$ cat config.mk
export PLATFORM = sky130hd
export DESIGN_NAME = range_auto_ctrl_flat
export DESIGN_NICKNAME = d
export VERILOG_FILES = /design/src/rtl/range_auto_ctrl_if.sv /design/src/rtl/range_auto_ctrl.sv /design/src/flat_wrapper.sv
export SDC_FILE = /design/constraint.sdc
export NUM_CORES = 1
export LEC_CHECK = 0
export CAP_MARGIN = 20
export CELL_PAD_IN_SITES_DETAIL_PLACEMENT = 0
export CELL_PAD_IN_SITES_GLOBAL_PLACEMENT = 2
export CORE_UTILIZATION = 32
export CTS_CLUSTER_SIZE = 28
export DETAILED_ROUTE_END_ITERATION = 8
export PLACE_DENSITY = 0.88
export SLEW_MARGIN = 20
export SYNTH_ARGS = -nofsm -noshare
export SYNTH_HDL_FRONTEND = slang
export SYNTH_SLANG_ARGS = --single-unit
export TNS_END_PERCENT = 5
$ cat constraint.sdc
create_clock -name clk -period 2.34 [get_ports clk]
set_input_delay 0.468 -clock clk [delete_from_list [all_inputs] [get_ports clk]]
set_output_delay 0.468 -clock clk [all_outputs]
set_load 0.01 [all_outputs]
$ cat src/rtl/range_auto_ctrl_if.sv
`default_nettype none
// +------------------------------------------------------------------+
// | Module      : range_auto_ctrl_if                                 |
// | Description : Bundles the ADC sample stream and the range-       |
// |               register write port. The master side is the        |
// |               automatic range controller.                        |
// | Revision    : 1.0 - initial release                              |
// +------------------------------------------------------------------+
interface range_auto_ctrl_if #(
  parameter int ADC_W = 12
);
  logic             sample_valid;
  logic [ADC_W-1:0] ch1_data;
  logic [ADC_W-1:0] ch2_data;
  logic             write;
  logic [15:0]      writedata;

  modport master (
    input  sample_valid, ch1_data, ch2_data,
    output write, writedata
  );

  modport slave (
    output sample_valid, ch1_data, ch2_data,
    input  write, writedata
  );
endinterface
`default_nettype wire

$ cat src/rtl/range_auto_ctrl.sv
`default_nettype none
// +------------------------------------------------------------------+
// | Module      : range_auto_ctrl                                    |
// | Description : Tracks per-channel ADC peaks over a sample window  |
// |               and issues one-cycle writes that halve or double   |
// |               each channel's range. Optional macro               |
// |               RANGE_AUTO_RESYNC_EN adds a resync write of 0x8080 |
// |               after reset release.                               |
// | Revision    : 1.0 - initial release                              |
// +------------------------------------------------------------------+
module range_auto_ctrl #(
  parameter int ADC_W  = 12,
  parameter int WINDOW = 256,
  parameter int HI_TH  = 3800,
  parameter int LO_TH  = 1024,
  parameter int SETTLE = 1024
) (
  input  wire logic          clk,
  input  wire logic          reset_n,
  range_auto_ctrl_if.master  bus,
  output logic [7:0]         range1,
  output logic [7:0]         range2
);

  localparam int WCNT_W = $clog2(WINDOW + 1);
  localparam int HCNT_W = $clog2(SETTLE + 1);
  localparam logic [ADC_W-1:0]  c_hi_th    = ADC_W'(HI_TH);
  localparam logic [ADC_W-1:0]  c_lo_th    = ADC_W'(LO_TH);
  localparam logic [WCNT_W-1:0] c_win_last = WCNT_W'(WINDOW - 1);
  localparam logic [HCNT_W-1:0] c_hld_last = HCNT_W'(SETTLE - 1);

  typedef enum logic [2:0] {
    ST_ACCUM   = 3'd0,
    ST_EVAL    = 3'd1,
    ST_WRITE   = 3'd2,
    ST_HOLDOFF = 3'd3,
    ST_RESYNC  = 3'd4
  } state_t;

  state_t            r_state;
  logic [ADC_W-1:0]  r_peak1;
  logic [ADC_W-1:0]  r_peak2;
  logic [WCNT_W-1:0] r_win_cnt;
  logic [HCNT_W-1:0] r_hld_cnt;
  logic              r_write;
  logic [15:0]       r_writedata;
  logic [7:0]        r_range1;
  logic [7:0]        r_range2;
  logic [7:0]        w_byte1;
  logic [7:0]        w_byte2;

  // New range byte for one channel; 0x00 means the range stays as it is.
  // The bounds keep the range inside the one-hot set 0x01..0x80.
  function automatic logic [7:0] next_byte(input logic [ADC_W-1:0] peak,
                                           input logic [7:0]       rng);
    if (peak > c_hi_th && rng > 8'h01)
      next_byte = rng >> 1;
    else if (peak < c_lo_th && rng <= 8'h40)
      next_byte = rng << 1;
    else
      next_byte = 8'h00;
  endfunction

  assign w_byte1       = next_byte(r_peak1, r_range1);
  assign w_byte2       = next_byte(r_peak2, r_range2);
  assign bus.write     = r_write;
  assign bus.writedata = r_writedata;
  assign range1        = r_range1;
  assign range2        = r_range2;

  // Window accumulation, evaluation, write issue and settle hold-off.
  always_ff @(posedge clk or negedge reset_n) begin
    if (!reset_n) begin
`ifdef RANGE_AUTO_RESYNC_EN
      r_state     <= ST_RESYNC;
`else
      r_state     <= ST_ACCUM;
`endif
      r_peak1     <= '0;
      r_peak2     <= '0;
      r_win_cnt   <= '0;
      r_hld_cnt   <= '0;
      r_write     <= 1'b0;
      r_writedata <= 16'h0000;
      r_range1    <= 8'h80;
      r_range2    <= 8'h80;
    end else begin
      r_write <= 1'b0;
      case (r_state)
        ST_ACCUM: begin
          if (bus.sample_valid) begin
            if (bus.ch1_data > r_peak1) r_peak1 <= bus.ch1_data;
            if (bus.ch2_data > r_peak2) r_peak2 <= bus.ch2_data;
            r_win_cnt <= r_win_cnt + 1'b1;
            if (r_win_cnt == c_win_last) r_state <= ST_EVAL;
          end
        end
        ST_EVAL: begin
          if (w_byte1 != 8'h00 || w_byte2 != 8'h00) begin
            r_write     <= 1'b1;
            r_writedata <= {w_byte2, w_byte1};
            if (w_byte1 != 8'h00) r_range1 <= w_byte1;
            if (w_byte2 != 8'h00) r_range2 <= w_byte2;
            r_state     <= ST_WRITE;
          end else begin
            // Nothing to change: start the next window without hold-off.
            r_peak1   <= '0;
            r_peak2   <= '0;
            r_win_cnt <= '0;
            r_state   <= ST_ACCUM;
          end
        end
        ST_WRITE: begin
          r_hld_cnt <= '0;
          r_state   <= ST_HOLDOFF;
        end
        ST_HOLDOFF: begin
          if (r_hld_cnt == c_hld_last) begin
            r_peak1   <= '0;
            r_peak2   <= '0;
            r_win_cnt <= '0;
            r_state   <= ST_ACCUM;
          end else begin
            r_hld_cnt <= r_hld_cnt + 1'b1;
          end
        end
`ifdef RANGE_AUTO_RESYNC_EN
        ST_RESYNC: begin
          // Force the receiver to match the 0x80/0x80 reset shadows.
          r_write     <= 1'b1;
          r_writedata <= 16'h8080;
          r_state     <= ST_WRITE;
        end
`endif
        default: r_state <= ST_ACCUM;
      endcase
    end
  end

endmodule
`default_nettype wire
$ cat src/flat_wrapper.sv
// flat-port wrapper written by rule: the top's interface ports become plain ports
module range_auto_ctrl_flat 
#(
  parameter int ADC_W  = 12,
  parameter int WINDOW = 256,
  parameter int HI_TH  = 3800,
  parameter int LO_TH  = 1024,
  parameter int SETTLE = 1024
)
  (clk, reset_n, range1, range2, bus_sample_valid, bus_ch1_data, bus_ch2_data, bus_write, bus_writedata);
  range_auto_ctrl_if #(.ADC_W(ADC_W)) bus_i ();
  input  wire logic clk;
  input  wire logic reset_n;
  output logic [7:0] range1;
  output logic [7:0] range2;
  input wire logic [$bits(bus_i.sample_valid)-1:0] bus_sample_valid;
  input wire logic [$bits(bus_i.ch1_data)-1:0] bus_ch1_data;
  input wire logic [$bits(bus_i.ch2_data)-1:0] bus_ch2_data;
  output wire logic [$bits(bus_i.write)-1:0] bus_write;
  output wire logic [$bits(bus_i.writedata)-1:0] bus_writedata;
  assign bus_i.sample_valid = bus_sample_valid;
  assign bus_i.ch1_data = bus_ch1_data;
  assign bus_i.ch2_data = bus_ch2_data;
  assign bus_write = bus_i.write;
  assign bus_writedata = bus_i.writedata;
  range_auto_ctrl #(.ADC_W(ADC_W), .WINDOW(WINDOW), .HI_TH(HI_TH), .LO_TH(LO_TH), .SETTLE(SETTLE)) u_core (.clk(clk), .reset_n(reset_n), .bus(bus_i), .range1(range1), .range2(range2));
endmodule
==> results.cfg <==
[setup_path]
start_kind = input pin
cp_num_cells = 9
r2r-start = u_core.range2[2]$_DFFE_PN0P_
end_kind = flop
path_common_cell = buf_4
r2r_cells = 7
reg2reg_slack_ns = 0.06
worstPathArrival_ns = 2.53
cpPeakStageDelay_ns = 0.43
reg2reg_to = u_core.r_peak1[4]$_DFFE_PN0P_
endpoint = u_core.r_peak2[9]$_DFFE_PN0P_
worstSetupPathType = input pin to flop
crit_chain = clkdlybuf4s50_1, ha_1, nand4_1, buf_4, a211oi_2, o41ai_2, a21boi_1, buf_4, a221o_1
critPathSlowestCell = clkdlybuf4s50_1
worstPathMaxFanout = 6
startpoint = bus_ch2_data[8]
critPathTopFamily = compound AO/OA/AOI/OAI gates
worst-endpoint-required_ns = 2.56
crit_buf_inv = 3

[sta]
max_slew_margin_pct = 64.7
max_clock_freq_mhz = 433
setup_violations = 0
fin_skew_ns = 0.00326
finalHoldViolCount = 0
rsz0062_at_grt = true
period_needed_ns = 2.31
slew_viol_final = 0
fin_ws_ns = 0.0308
tightest_slew_ns = 0.528
period_share_pct = 98.7

[clock_tree]
cts_made_buffers = 9
tritoncts = built
htreeDepth = 3
clkTransAtPathRegs_ns = 0.06
cts-root-buf = clkbuf_16
clk_latency_ns = 0.34
clock_path_buffers = 2
cts.sink_count = 79
ctsHoldBuffers = 0

[synthesis]
ys_seq_elements = 79
ys_seq_area_share_pct = 45.7
postSynth.asyncResetShare_pct = 100
syn-cell-area_um2 = 4330
avgSynthCellArea_um2 = 10.0
syn_inst = 431
ys_types = 48
yosysWarnings = 0
syn_nets = 485
synth_edf_count = 0
synth_ff_type = dfrtp_1

[power]
p_total_mw = 5.34
max-vdd-ir-drop_v = 0.000421
p_leak_nw = 2.76
p_per_area_nw_per_um2 = 878

[detailed_routing]
vias = 3821
drtPass1Iterations = 4
drc = 0
ant_nets = 0
drtIter0Drc = 180
vias_per_cell = 5.31
drt_wl_total_um = 11200
wire_per_inst_um = 15.6

[floorplan]
boundaryPins = 60
die-area_um2 = 14000
fp-row-count = 42
die_h_um = 118
die_w_um = 118
core_area_um2 = 13200
initial_core_util_pct = 32.7

[global_route]
grt_pass1_wl_um = 18600
grt_max_degree = 45
grt.overflow.total = 0
antenna_found_initial = 0
grt_pass1_vias = 3817
grtUsageTotal_pct = 16.6

[place]
port_buffers = 59
pre_cts_ws_ns = -0.541
dp.cells = 699
dpl.hpwl_um = 7990
gp_congestion = 0.796

[layout]
layout_common_cells = dfrtp_1, buf_4, clkdlybuf4s50_1, nor3_1, inv_1
final_nets = 593
drive_above_1_share_pct = 22.6
final_common_cell = dfrtp_1
antenna_cells = 0
instances_no_fill = 720
syn2layout_area_growth_pct = 40.5

[worst_hold_path]
hp-class = input pin to async pin

[job]
max_cap_viol_count = 0

[status]
status = finished, final reports clean
[cell type report]
| type | instances | area [µm²] |
|---|---|---|
| Timing Repair Buffer | 115 | 1060 |
| Sequential cell | 79 | 1980 |
| Multi-Input combinational cell | 304 | 2360 |
| Tap cell | 176 | 220 |
| Fill cell | 1298 | 7160 |
| Clock inverter | 5 | 104 |
| Inverter | 30 | 113 |
| Clock buffer | 11 | 253 |
[timing repair]
action                     in CTS  in global routing
setup endpoints to repair      24                 32
resized for setup              13                 26
setup buffers                   4                  1
pin swaps                      14                 35
[per-stage QoR]
step                      setup TNS (ns)  utilization, %  hold slack [ns]  instance area (µm²)
after CTS                        -0.0126            44.6            0.116                 5910
after global routing              -0.153            46.0            0.121                 6090
after global placement            -10.02            41.4            0.459                 5480
after detailed placement          -11.60            41.4            0.467                 5480
final                                  0            46.0            0.102                 6090
after floorplan                        0               -            0.172                 4330
[cells in the mapped netlist, types with 6 or more instances]
cell / instances / area (µm²)
o2bb2ai_1: 7 / 61.3
a22o_1: 10 / 87.6
and3_1: 8 / 50.1
o21ai_0: 25 / 125
a21oi_1: 20 / 100
clkbuf_1: 11 / 41.3
mux2_2: 7 / 78.8
nand3_1: 20 / 100
a221o_1: 24 / 240
or3_1: 6 / 37.5
dfrtp_1: 77 / 1930
ha_1: 27 / 338
nor3_1: 36 / 180
a21o_1: 9 / 67.6
nand2_1: 20 / 75.1
nand4_1: 9 / 56.3
buf_2: 6 / 30.0
nor2_1: 18 / 67.6
inv_1: 29 / 109
a22oi_1: 6 / 45.0
[state kept, by name, summed over array words and instances (netlist names)]
signal	flops
u_core.bus.writedata	16
u_core.r_peak1	12
u_core.r_peak2	12
u_core.r_hld_cnt	11
u_core.r_win_cnt	9
u_core.range1	8
u_core.range2	8
u_core.r_state	2
u_core.bus.write	1
[per-layer routing]
layer | part of all wire (%) | vias to the layer above | track usage, %
met4 | 1.0 | 0 | 5.13
met2 | 48 | 59 | 27.4
met3 | 3.5 | 10 | 3.91
met1 | 47 | 1887 | 21.5
met5 | 0 | - | 0
li1 | - | 1865 | -
[cells by family after synthesis]
kind of cell	Yosys count	share of synthesized area [%]
AOI/OAI and AO/OA	136	24.2
and+or+nand+nor	133	15.8
DFF	79	45.7
buffers and inverters	48	4.51
adders and majority gates	27	7.80
muxes	7	1.82
xor gates and xnor gates	1	0.202
[power breakdown]
group / leakage (nW) / switching, mW / internal (mW) / total (mW)
registers: 1.04 / 0.263 / 1.62 / 1.88
logic: 1.55 / 0.886 / 0.914 / 1.80
clock network: 0.176 / 0.562 / 1.10 / 1.66
total: 2.76 / 1.71 / 3.63 / 5.34
[worst min path at each step]
stage / from / to / slack, ns / cells after the start
2_1_floorplan: reset_n / u_core.bus.write$_DFF_PN0_ / 0.17 / 0
3_3_place_gp: u_core.r_win_cnt[8]$_DFFE_PN0P_ / u_core.r_win_cnt[8]$_DFFE_PN0P_ / 0.46 / 1
3_5_place_dp: u_core.r_win_cnt[8]$_DFFE_PN0P_ / u_core.r_win_cnt[8]$_DFFE_PN0P_ / 0.47 / 1
4_1_cts: reset_n / u_core.range2[3]$_DFFE_PN0P_ / 0.12 / 1
5_1_grt: reset_n / u_core.range2[3]$_DFFE_PN0P_ / 0.12 / 1
6_report: reset_n / u_core.bus.writedata[9]$_DFFE_PN0P_ / 0.10 / 1
(Power assumes the default switching activity.)
